File: src/rtl/ktc32_pkg.sv
// Shared definitions for the ktc32 core slice: arbiter FSM encoding,
// default bus width and index-width helper.
package ktc32_pkg;

    localparam int XLEN = 32;

    typedef enum logic [1:0] {
        IDLE,
        ISSUE,
        WAIT_R
    } arb_state_t;

    // Index width for an n-entry selector; never narrower than one bit.
    function automatic int idx_w(input int n);
        return (n > 1) ? $clog2(n) : 1;
    endfunction

endpackage

File: src/rtl/mem_port_arbiter_rr_pick.sv
// Wrap-around priority search: first asserted request at ptr, ptr+1, ...
// modulo NCH. Purely combinational.
module rr_pick
    import ktc32_pkg::*;
#(
    parameter int NCH = 2,
    parameter int IW  = idx_w(NCH)
) (
    input  logic [NCH-1:0] req,
    input  logic [IW-1:0]  ptr,
    output logic           any,
    output logic [IW-1:0]  idx
);

    localparam int unsigned N = NCH;

    int unsigned    cand;
    logic [NCH-1:0] shifted;

    // Walk from the farthest offset down so the closest match to ptr wins.
    always_comb begin
        any     = |req;
        idx     = '0;
        cand    = 0;
        shifted = '0;
        for (int unsigned k = 0; k < N; k++) begin
            cand    = (32'(ptr) + (N - 1 - k)) % N;
            shifted = req >> cand;
            if (shifted[0]) begin
                idx = IW'(cand);
            end
        end
    end

endmodule

File: src/rtl/mem_port_arbiter.sv
// Round-robin N-channel arbiter onto a single ready/valid memory port,
// one outstanding transaction at a time.
module mem_port_arbiter
    import ktc32_pkg::*;
#(
    parameter int DATA_W = XLEN,
    parameter int ADDR_W = XLEN,
    parameter int NCH    = 2
) (
    input  logic                  clk,
    input  logic                  reset,
    input  logic [NCH-1:0]        ch_req,
    input  logic [NCH-1:0]        ch_we,
    input  logic [NCH*ADDR_W-1:0] ch_addr,
    input  logic [NCH*DATA_W-1:0] ch_wd,
    output logic [NCH-1:0]        ch_gnt,
    output logic [NCH-1:0]        ch_rvalid,
    output logic [DATA_W-1:0]     ch_rd,
    output logic                  mem_req,
    output logic                  mem_we,
    output logic [ADDR_W-1:0]     mem_addr,
    output logic [DATA_W-1:0]     mem_wd,
    input  logic                  mem_ready,
    input  logic                  mem_rvalid,
    input  logic [DATA_W-1:0]     mem_rd
);

    localparam int IW = idx_w(NCH);

    arb_state_t        state;
    arb_state_t        state_nxt;
    logic [IW-1:0]     owner;
    logic [IW-1:0]     rr_ptr;
    logic [IW-1:0]     ptr_after;
    logic [IW-1:0]     pick_idx;
    logic              pick_any;
    logic              accept;
    logic              rdata_take;
    logic [ADDR_W-1:0] addr_a [NCH];
    logic [DATA_W-1:0] wd_a   [NCH];

    for (genvar i = 0; i < NCH; i++) begin : g_unpack
        assign addr_a[i] = ch_addr[i*ADDR_W +: ADDR_W];
        assign wd_a[i]   = ch_wd[i*DATA_W +: DATA_W];
    end

    rr_pick #(
        .NCH (NCH),
        .IW  (IW)
    ) u_pick (
        .req (ch_req),
        .ptr (rr_ptr),
        .any (pick_any),
        .idx (pick_idx)
    );

    always_ff @(posedge clk or negedge reset) begin
        if (!reset) begin
            state <= IDLE;
        end else begin
            state <= state_nxt;
        end
    end

    always_comb begin
        state_nxt = state;
        case (state)
            IDLE:    if (pick_any) state_nxt = ISSUE;
            ISSUE:   if (mem_ready) state_nxt = mem_we ? IDLE : WAIT_R;
            WAIT_R:  if (mem_rvalid) state_nxt = IDLE;
            default: state_nxt = IDLE;
        endcase
    end

    // mem_req is high exactly while the latched transaction awaits acceptance.
    always_comb begin
        mem_req    = (state == ISSUE);
        accept     = mem_req & mem_ready;
        rdata_take = (state == WAIT_R) & mem_rvalid;
        ch_gnt     = accept ? (NCH'(1) << owner) : '0;
    end

    assign ptr_after = (owner == IW'(NCH - 1)) ? '0 : owner + 1'b1;

    always_ff @(posedge clk or negedge reset) begin
        if (!reset) begin
            owner    <= '0;
            rr_ptr   <= '0;
            mem_we   <= 1'b0;
            mem_addr <= '0;
            mem_wd   <= '0;
        end else begin
            if (state == IDLE && pick_any) begin
                owner    <= pick_idx;
                mem_we   <= ch_we[pick_idx];
                mem_addr <= addr_a[pick_idx];
                mem_wd   <= wd_a[pick_idx];
            end
            if (accept) begin
                rr_ptr <= ptr_after;
            end
        end
    end

    always_ff @(posedge clk or negedge reset) begin
        if (!reset) begin
            ch_rvalid <= '0;
            ch_rd     <= '0;
        end else begin
            ch_rvalid <= rdata_take ? (NCH'(1) << owner) : '0;
            if (rdata_take) begin
                ch_rd <= mem_rd;
            end
        end
    end

endmodule

File: config.mk
export PLATFORM = sky130hd
export DESIGN_NAME = mem_port_arbiter
export DESIGN_NICKNAME = d
export VERILOG_FILES = /design/src/rtl/ktc32_pkg.sv /design/src/rtl/mem_port_arbiter_rr_pick.sv /design/src/rtl/mem_port_arbiter.sv
export SDC_FILE = /design/constraint.sdc
export NUM_CORES = 1
export LEC_CHECK = 0
export CORE_MARGIN = 8
export CORE_UTILIZATION = 30
export CTS_BUF_LIST = sky130_fd_sc_hd__clkbuf_4
export CTS_CLUSTER_DIAMETER = 30
export CTS_CLUSTER_SIZE = 8
export DETAILED_ROUTE_END_ITERATION = 6
export GPL_ROUTABILITY_DRIVEN = 0
export PLACE_DENSITY = 0.66
export SKIP_CTS_REPAIR_TIMING = 1
export SLEW_MARGIN = 10
export SYNTH_ARGS = -nofsm -noshare
export SYNTH_HDL_FRONTEND = slang
export SYNTH_SLANG_ARGS = --single-unit
File: constraint.sdc
create_clock -name clk -period 4.23 [get_ports clk]
set_clock_uncertainty 0.1 [all_clocks]
set_input_delay 0.846 -clock clk [delete_from_list [all_inputs] [get_ports clk]]
set_output_delay 0.846 -clock clk [all_outputs]
set_load 0.005 [all_outputs]
* After elaboration in Yosys (flattened, before gate mapping)
Index checks and enable logic that the tools add are counted.
** Word-level totals
- Bits in registers :: 103
- Input bits :: 168
- Output and inout bits :: 102
** Operators by class
- Add/sub/neg operators :: 2
- Order comparisons :: 2
- Eq/ne operators :: 5
- Shift-type cells :: 3
- Mux-type cells :: 18
- Bitwise operators :: 3
- Reductions and logical operators :: 4
** Operators with widths (count)
- $mux W32 :: 6
- $mux W2 :: 6
- $pmux W2 S3 :: 1
- $mux W1 :: 5
- $ne A2 B2 Y1 const B :: 2
- $shr A2 B1 Y1 :: 2
- $reduce_and A3 Y1 :: 1
- $add A1 B1 Y1 const B :: 2
- $and A1 B1 Y1 :: 2
- $eq A2 B1 Y1 const B :: 1
- $eq A2 B2 Y1 const B :: 1
- $ge A2 B2 Y1 const B :: 1
- $logic_not A2 Y1 :: 1
- $lt A1 B2 Y1 const B :: 1
- $ne A2 B1 Y1 const B :: 1
- $not A1 Y2 :: 1
- $reduce_or A2 Y1 :: 1
- $shl A1 B1 Y2 const A :: 1
- $logic_and A1 B1 Y1 :: 1

* Logic depth before layout (Yosys ltp)
Gate-level depths: netlist of the first run.
- Depth in word-level cells :: 8
- Depth in mapped cells :: 5

* Cells and area by module
A second synthesis of the first run with hierarchy kept.
** Second synthesis, totals
- Cell total of the unflattened synthesis :: 300
- Area, all modules :: 4770.8 um2
** Modules (own cells, without submodules)
- mem_port_arbiter :: times used 1, cells each 297, area an instance 4753.3 um2
- rr_pick :: times used 1, cells each 3, area an instance 17.5 um2

* Worst setup path before layout of the first run
Ideal clock, no wire load.
- Path type :: input to output
- Start :: input port mem_ready
- End :: output port ch_gnt[0]
- Arrival :: 1.003 ns
- Data required time :: 3.284 ns
- Setup slack :: 2.281 ns
- Stages :: 2
- Buffers on the path :: 0
- Path through :: nand2_1 > nor2_1
** Between the ends
- Longest elaborated chain between the ends :: 2
** RTL lines
- from (decl) :: line mem_port_arbiter.sv:23 : input logic mem_ready,
- $and A1 B1 Y1 :: line mem_port_arbiter.sv:78 : accept = mem_req & mem_ready;
- $mux W2 :: line mem_port_arbiter.sv:80 : ch_gnt = accept ? (NCH'(1) << owner) : '0;
- to (decl) :: line mem_port_arbiter.sv:16 : output logic [NCH-1:0] ch_gnt,
No other way between the ends.

* Worst setup path in the final report of the first run
- Start :: input port mem_ready
- End :: output port ch_gnt[1]
The elaborated chain is that of the path after synthesis.

==> results.md, run 1 <==
* Outcome: finished, final reports clean
* TritonCTS clock tree: yes
* # fillers at 1449
* TritonRoute pass-1 iters at 5
* Slowest-stage cell, CP: clkdlybuf4s50_1
* Sequential element share of the synthesized area at 0.543
* GRT Total Usage at 0.181
* Most frequent CP cell: clkdlybuf4s50_1
* Crit path time final at ~3.0 ns
* DR vias at 4914
* Final WS setup at 1.23 ns
* CP Launch Type: primary input
* Leakage at 2.95 nW
* Post-Route WL at around 19000 um
* Worst Path Buf+Inv at 2
* Max-slew violations at 0
* WS Path Type: in -> out
* Setup violators final at 0
* DRC viols at 0
* Post-route setup TNS at 0 ns
* Final ANT Viol Nets at 0
* Cell row count at 46
* Yosys reg bits at 103
* Synthesized Nets at roughly 640
* FF-to-FF path depth at 4
* Skew-Pair Late Insertion Delay at 0.46 ns
* Power Density at 609 nW/um^2
* Die X at 142 um
* Required time of the worst setup path at between 3 and 4 ns
* Crit path DAT at slightly above 2 ns
* Clock Pin Slew Worst Setup and Hold Paths at 0.16 ns
* Fin crit share at 0.708
* Chip Height at 142 um
* Root Driver: clkbuf_4
* VDD IR max at 0.271 mV
* P&R area growth vs syn at 60.6%
* Worst rel slew slack at 0.248
* Worst Path Max Fanout at 4
* Worst path cell trace: clkdlybuf4s50_1, and3_1, clkdlybuf4s50_1
* Half-perimeter wire length after placement at 13200 um
* Hold Path Stages at 1
* Iteration-0 DRC Markers at 357
* Mapped Area at 4750 um^2
* Cts bufs inserted at 9
* H-tree levels at 3
* Clock Sink Count at between 100 and 150
* Global-route wire length before repair at 28800 um
* Ports at 270
* Highest cell delay on the worst timing path at 0.51 ns
* Tightest Pin Transition at between 1 and 1.5 ns
* Syn. warnings at 0
* Core area at 15700 um^2
* Unrepaired setup endpoints after global routing: false
* Achievable Freq at approximately 0.33 GHz
* Port bufs at ~270
* Mean routed wirelength per cell at 20.4 um
* Pin count of the biggest net entering global routing at 79
* CTS max path bufs at 2
* Number of max-cap violations at 0
* Vias in the first global route at 5080
* Setup crit end kind: output pin
* Starting Density at 0.303
* Pre-CTS setup slack at 1.24 ns
* Layout cell share with drive strength beyond 1 at 0.0705
* CP Depth at 3
* Nets at 872
* Die area at approximately 20000 um^2
* Worst path top cell family by delay: buffers and inverters
* Syn Area/Cell at 10.1 um^2
* Gr ovfl total at 0
* Post-synthesis cell type count at 26
* DR vias/cell at 5.31
* Post-synthesis instance total at 470
* Initial antenna violation count at 2
* Final Hold Vio Count at 0
* Worst hold path class: reg -> reg
-- synthesized netlist by cell type (all sizes together) --
library cell | instances | area share
or2 | 2 | 0.0026
clkbuf | 12 | 0.0095
o22ai | 1 | 0.0013
nor2 | 7 | 0.0071
nand2b | 1 | 0.0013
o32ai | 2 | 0.0037
nor2b | 1 | 0.0013
inv | 4 | 0.0032
a31oi | 65 | 0.086
nand3b | 1 | 0.0042
buf | 40 | 0.051
and3 | 1 | 0.0013
nand3 | 65 | 0.069
a21oi | 66 | 0.070
and2b | 1 | 0.0016
dfrtp | 103 | 0.54
nand2 | 1 | 0.00079
o21ai | 65 | 0.069
mux2 | 32 | 0.076
-- power by group --
part | leakage (nW) | total, mW | switching, mW | internal, mW
sequential | 1.20 | 1.75 | 0.284 | 1.47
combinational | 1.68 | 2.35 | 1.03 | 1.33
clock | 0.0745 | 0.539 | 0.347 | 0.191
-- flip-flops by register name, summed over array words and instances, names as in the netlist --
| name | cells |
|---|---|
| ch_rvalid | 2 |
| mem_we | 1 |
| owner | 1 |
| mem_addr | 32 |
| ch_rd | 32 |
| state | 2 |
| mem_wd | 32 |
| rr_ptr | 1 |
-- cell type report --
| type | instances | area (um^2) | area share |
|---|---|---|---|
| antenna | 1 | 2.50 | 0.000328 |
| clock buffer | 10 | 75.1 | 0.00985 |
| clock inverter | 6 | 70.1 | 0.00920 |
| inverter | 4 | 15.0 | 0.00197 |
| multi-input combinational | 311 | 1880 | 0.247 |
| sequential | 103 | 2580 | 0.338 |
| tap | 216 | 270 | 0.0355 |
| timing repair buffer | 275 | 2730 | 0.358 |
-- per-stage QoR --
| stage | hold WS, ns | utilization | std cells | area (um^2) | total power, mW |
|---|---|---|---|---|---|
| global placement | 0.374 | 0.477 | 909 | 7470 | 4.07 |
| global route | 0.436 | 0.487 | 926 | 7620 | 4.95 |
| floorplan | 0.341 | - | 470 | 4750 | 2.72 |
| detailed placement | 0.382 | 0.477 | 909 | 7470 | 4.14 |
| finish | 0.415 | 0.487 | 926 | 7620 | 4.64 |
| CTS | 0.411 | 0.487 | 925 | 7620 | 4.69 |
-- logic make-up after synthesis --
family | after synthesis | synth area share
AO/OA/AOI/OAI | 199 | 0.229
buffers and inverters | 56 | 0.0633
flip-flops | 103 | 0.543
multiplexers | 32 | 0.0759
AND/OR/NAND/NOR | 80 | 0.0889
-- path summary, 6_finish.rpt --
kind                                             from                        to  slack (ns)
worst min register to register  ch_rd[12]$_DFFE_PN0N_     ch_rd[12]$_DFFE_PN0N_        0.41
max in group asynchronous                       reset  mem_addr[18]$_DFFE_PN0P_        2.63
worst min-delay path            ch_rd[12]$_DFFE_PN0N_     ch_rd[12]$_DFFE_PN0N_        0.41
worst max register to register   state[1]$_DFFE_PN0P_  mem_addr[18]$_DFFE_PN0P_        2.09
worst max-delay path                        mem_ready                 ch_gnt[1]        1.23
min in group asynchronous                       reset      ch_rd[5]$_DFFE_PN0N_        0.42
-- routing by layer --
metal / up-vias / global-route usage / part of all wire
met1: 2415 / 0.214 / 0.39
met3: 45 / 0.0437 / 0.074
li1: 2215 / - / -
met2: 237 / 0.302 / 0.49
met4: 2 / 0.0927 / 0.040
met5: - / 0 / 0.00053
-- cell usage in the layout (no fill, tap or decap), types with 3 or more instances in the layout --
cell type / netlist / layout
mux2_1: 13 / 13
mux2_2: 19 / 19
clkdlybuf4s50_1: 0 / 267
clkbuf_4: 0 / 10
a21oi_1: 66 / 66
nand3_1: 65 / 65
nor2_1: 6 / 5
dfrtp_1: 103 / 103
a31oi_1: 65 / 65
inv_1: 3 / 3
o21ai_0: 58 / 58
buf_4: 1 / 7
o21ai_1: 7 / 7
Power figures use the tool's default switching activity.
==> run 2: changes to the inputs <==
Settings changed: PLACE_DENSITY 0.66 to 0.68.
Clock period 4.23 ns to 2.5 ns, I/O delays scaled along.
==> results.md, run 2 (synthesized netlist as in run 1, its figures left out) <==
* Outcome: finished, final reports clean
* Cts bufs inserted at 9
* Gr ovfl total at 0
* CTS max path bufs at 2
* Die X at 142 um
* FF-to-FF Start: state[1]$_DFFE_PN0P_
* VDD IR max at 0.477 mV
* Achievable Freq at about 0.43 GHz
* Setup violators final at 0
* TritonCTS clock tree: yes
* Half-perimeter wire length after placement at around 13000 um
* Chip Height at 142 um
* Die area at 20100 um^2
* Iteration-0 DRC Markers at 307
* Vias in the first global route at 5065
* Worst hold path class: in -> async
* Global-route wire length before repair at ~28000 um
* Ports at 270
* Pre-CTS setup slack at approximately 0.14 ns
* DR vias at a little under 5000
* Setup crit end kind: output pin
* Crit path DAT at 1.74 ns
* DRC viols at 0
* Clock Pin Slew Worst Setup and Hold Paths at about 0.19 ns
* Final ANT Viol Nets at 0
* Layout Cells excl Fill at 934
* Worst Path Max Fanout at 5
* Most common cell after layout, fill and taps aside: clkdlybuf4s50_1
* Post-Route WL at 18700 um
* H-tree levels at 3
* Leakage at 3.04 nW
* Worst rel slew slack at 0.296
* Initial antenna violation count at 1
* Root Driver: clkbuf_4
* Flop2flop setup slack at 0.75 ns
* GRT Total Usage at 0.179
* DR vias/cell at 5.19
* Cell row count at 46
* Regs by FF count: ch_rd (32), mem_addr (32), mem_wd (32)
* Clock Sink Count at 103
* Skew-Pair Late Insertion Delay at 0.48 ns
* WS Path Type: reg -> out
* Nets at 881
* Number of max-cap violations at 0
* Port bufs at 269
* FF-to-FF path depth at 5
* Pin count of the biggest net entering global routing at 67
* Crit path time final at 2.34 ns
* Starting Density at 0.303
* RR Endpoint: mem_addr[1]$_DFFE_PN0P_
* TritonRoute pass-1 iters at 4
* Max-slew violations at 0
* P&R area growth vs syn at 63.2%
* Post-route setup TNS at 0 ns
* # placed instances at between 900 and 1000
* Power Density at 1020 nW/um^2
* Mean routed wirelength per cell at around 20 um
* Core area at 15700 um^2
* Final Hold Vio Count at 0
* Fin crit share at 0.935
* Layout cell share with drive strength beyond 1 at 0.0851
* Tightest Pin Transition at 1.05 ns
* Required time of the worst setup path at 1.90 ns
* CP Launch Type: flop
* Unrepaired setup endpoints after global routing: false
* Final hold slack at approximately 0.37 ns
* Most frequent cells in the layout: clkdlybuf4s50_1, dfrtp_1, a21oi_1
* Final WS setup at 0.164 ns
run 2: changes by cell type in the layout (fill, tap and decap cells not counted), moves of 2 or more:
cell | before | now
dfrtp_1 | 103 | 101
clkdlybuf4s50_1 | 267 | 265
buf_12 | 0 | 5
dlymetal6s2s_1 | 0 | 2
dfrtp_2 | 0 | 2
inv_6 | 0 | 4
buf_4 | 7 | 10
run 2: metal layers:
metal / vias to the layer above / track usage / part of all wire
li1: 2221 / - / -
met1: 2402 / 0.208 / 0.39
met2: 202 / 0.315 / 0.52
met3: 20 / 0.0400 / 0.068
met4: 0 / 0.0667 / 0.019
met5: - / 0 / 0
run 2: cell type report:
type	count	area, um^2
sequential	103	2580
fill	1431	7910
tap	216	270
inverter	4	15.0
timing repair buffer	284	2870
clock buffer	9	67.6
antenna	1	2.50
multi-input combinational	311	1890
clock inverter	6	51.3
run 2: power by group:
group	internal, mW	switching (mW)
sequential	2.48	0.475
clock	0.216	0.598
combinational	2.37	1.77
total	5.07	2.85
run 2: critical path, stage by stage, from the launching register on:
cell             delay [ns]
dfrtp_2                0.49
nor2b_4                0.16
buf_4                  0.13
clkdlybuf4s50_1        0.49
run 2: how the worst max path moves through the flow:
| stage | endpoint | startpoint | slack [ns] |
|---|---|---|---|
| 2_1_floorplan | ch_gnt[1] | state[1]$_DFFE_PN0P_ | 1.00 |
| 3_3_place_gp | ch_gnt[1] | mem_ready | 0.15 |
| 3_5_place_dp | ch_gnt[1] | mem_ready | 0.14 |
| 4_1_cts | ch_gnt[1] | state[0]$_DFFE_PN0P_ | -0.23 |
| 5_1_grt | mem_req | state[1]$_DFFE_PN0P_ | 0.05 |
| 6_report | mem_req | state[1]$_DFFE_PN0P_ | 0.16 |
run 2: through the flow:
step,power [mW],utilization,cell area (um^2)
floorplan,4.60,-,4750
global placement,7.00,0.484,7570
detailed placement,7.12,0.484,7570
CTS,7.95,0.491,7690
global route,8.45,0.495,7750
finish,7.92,0.495,7750
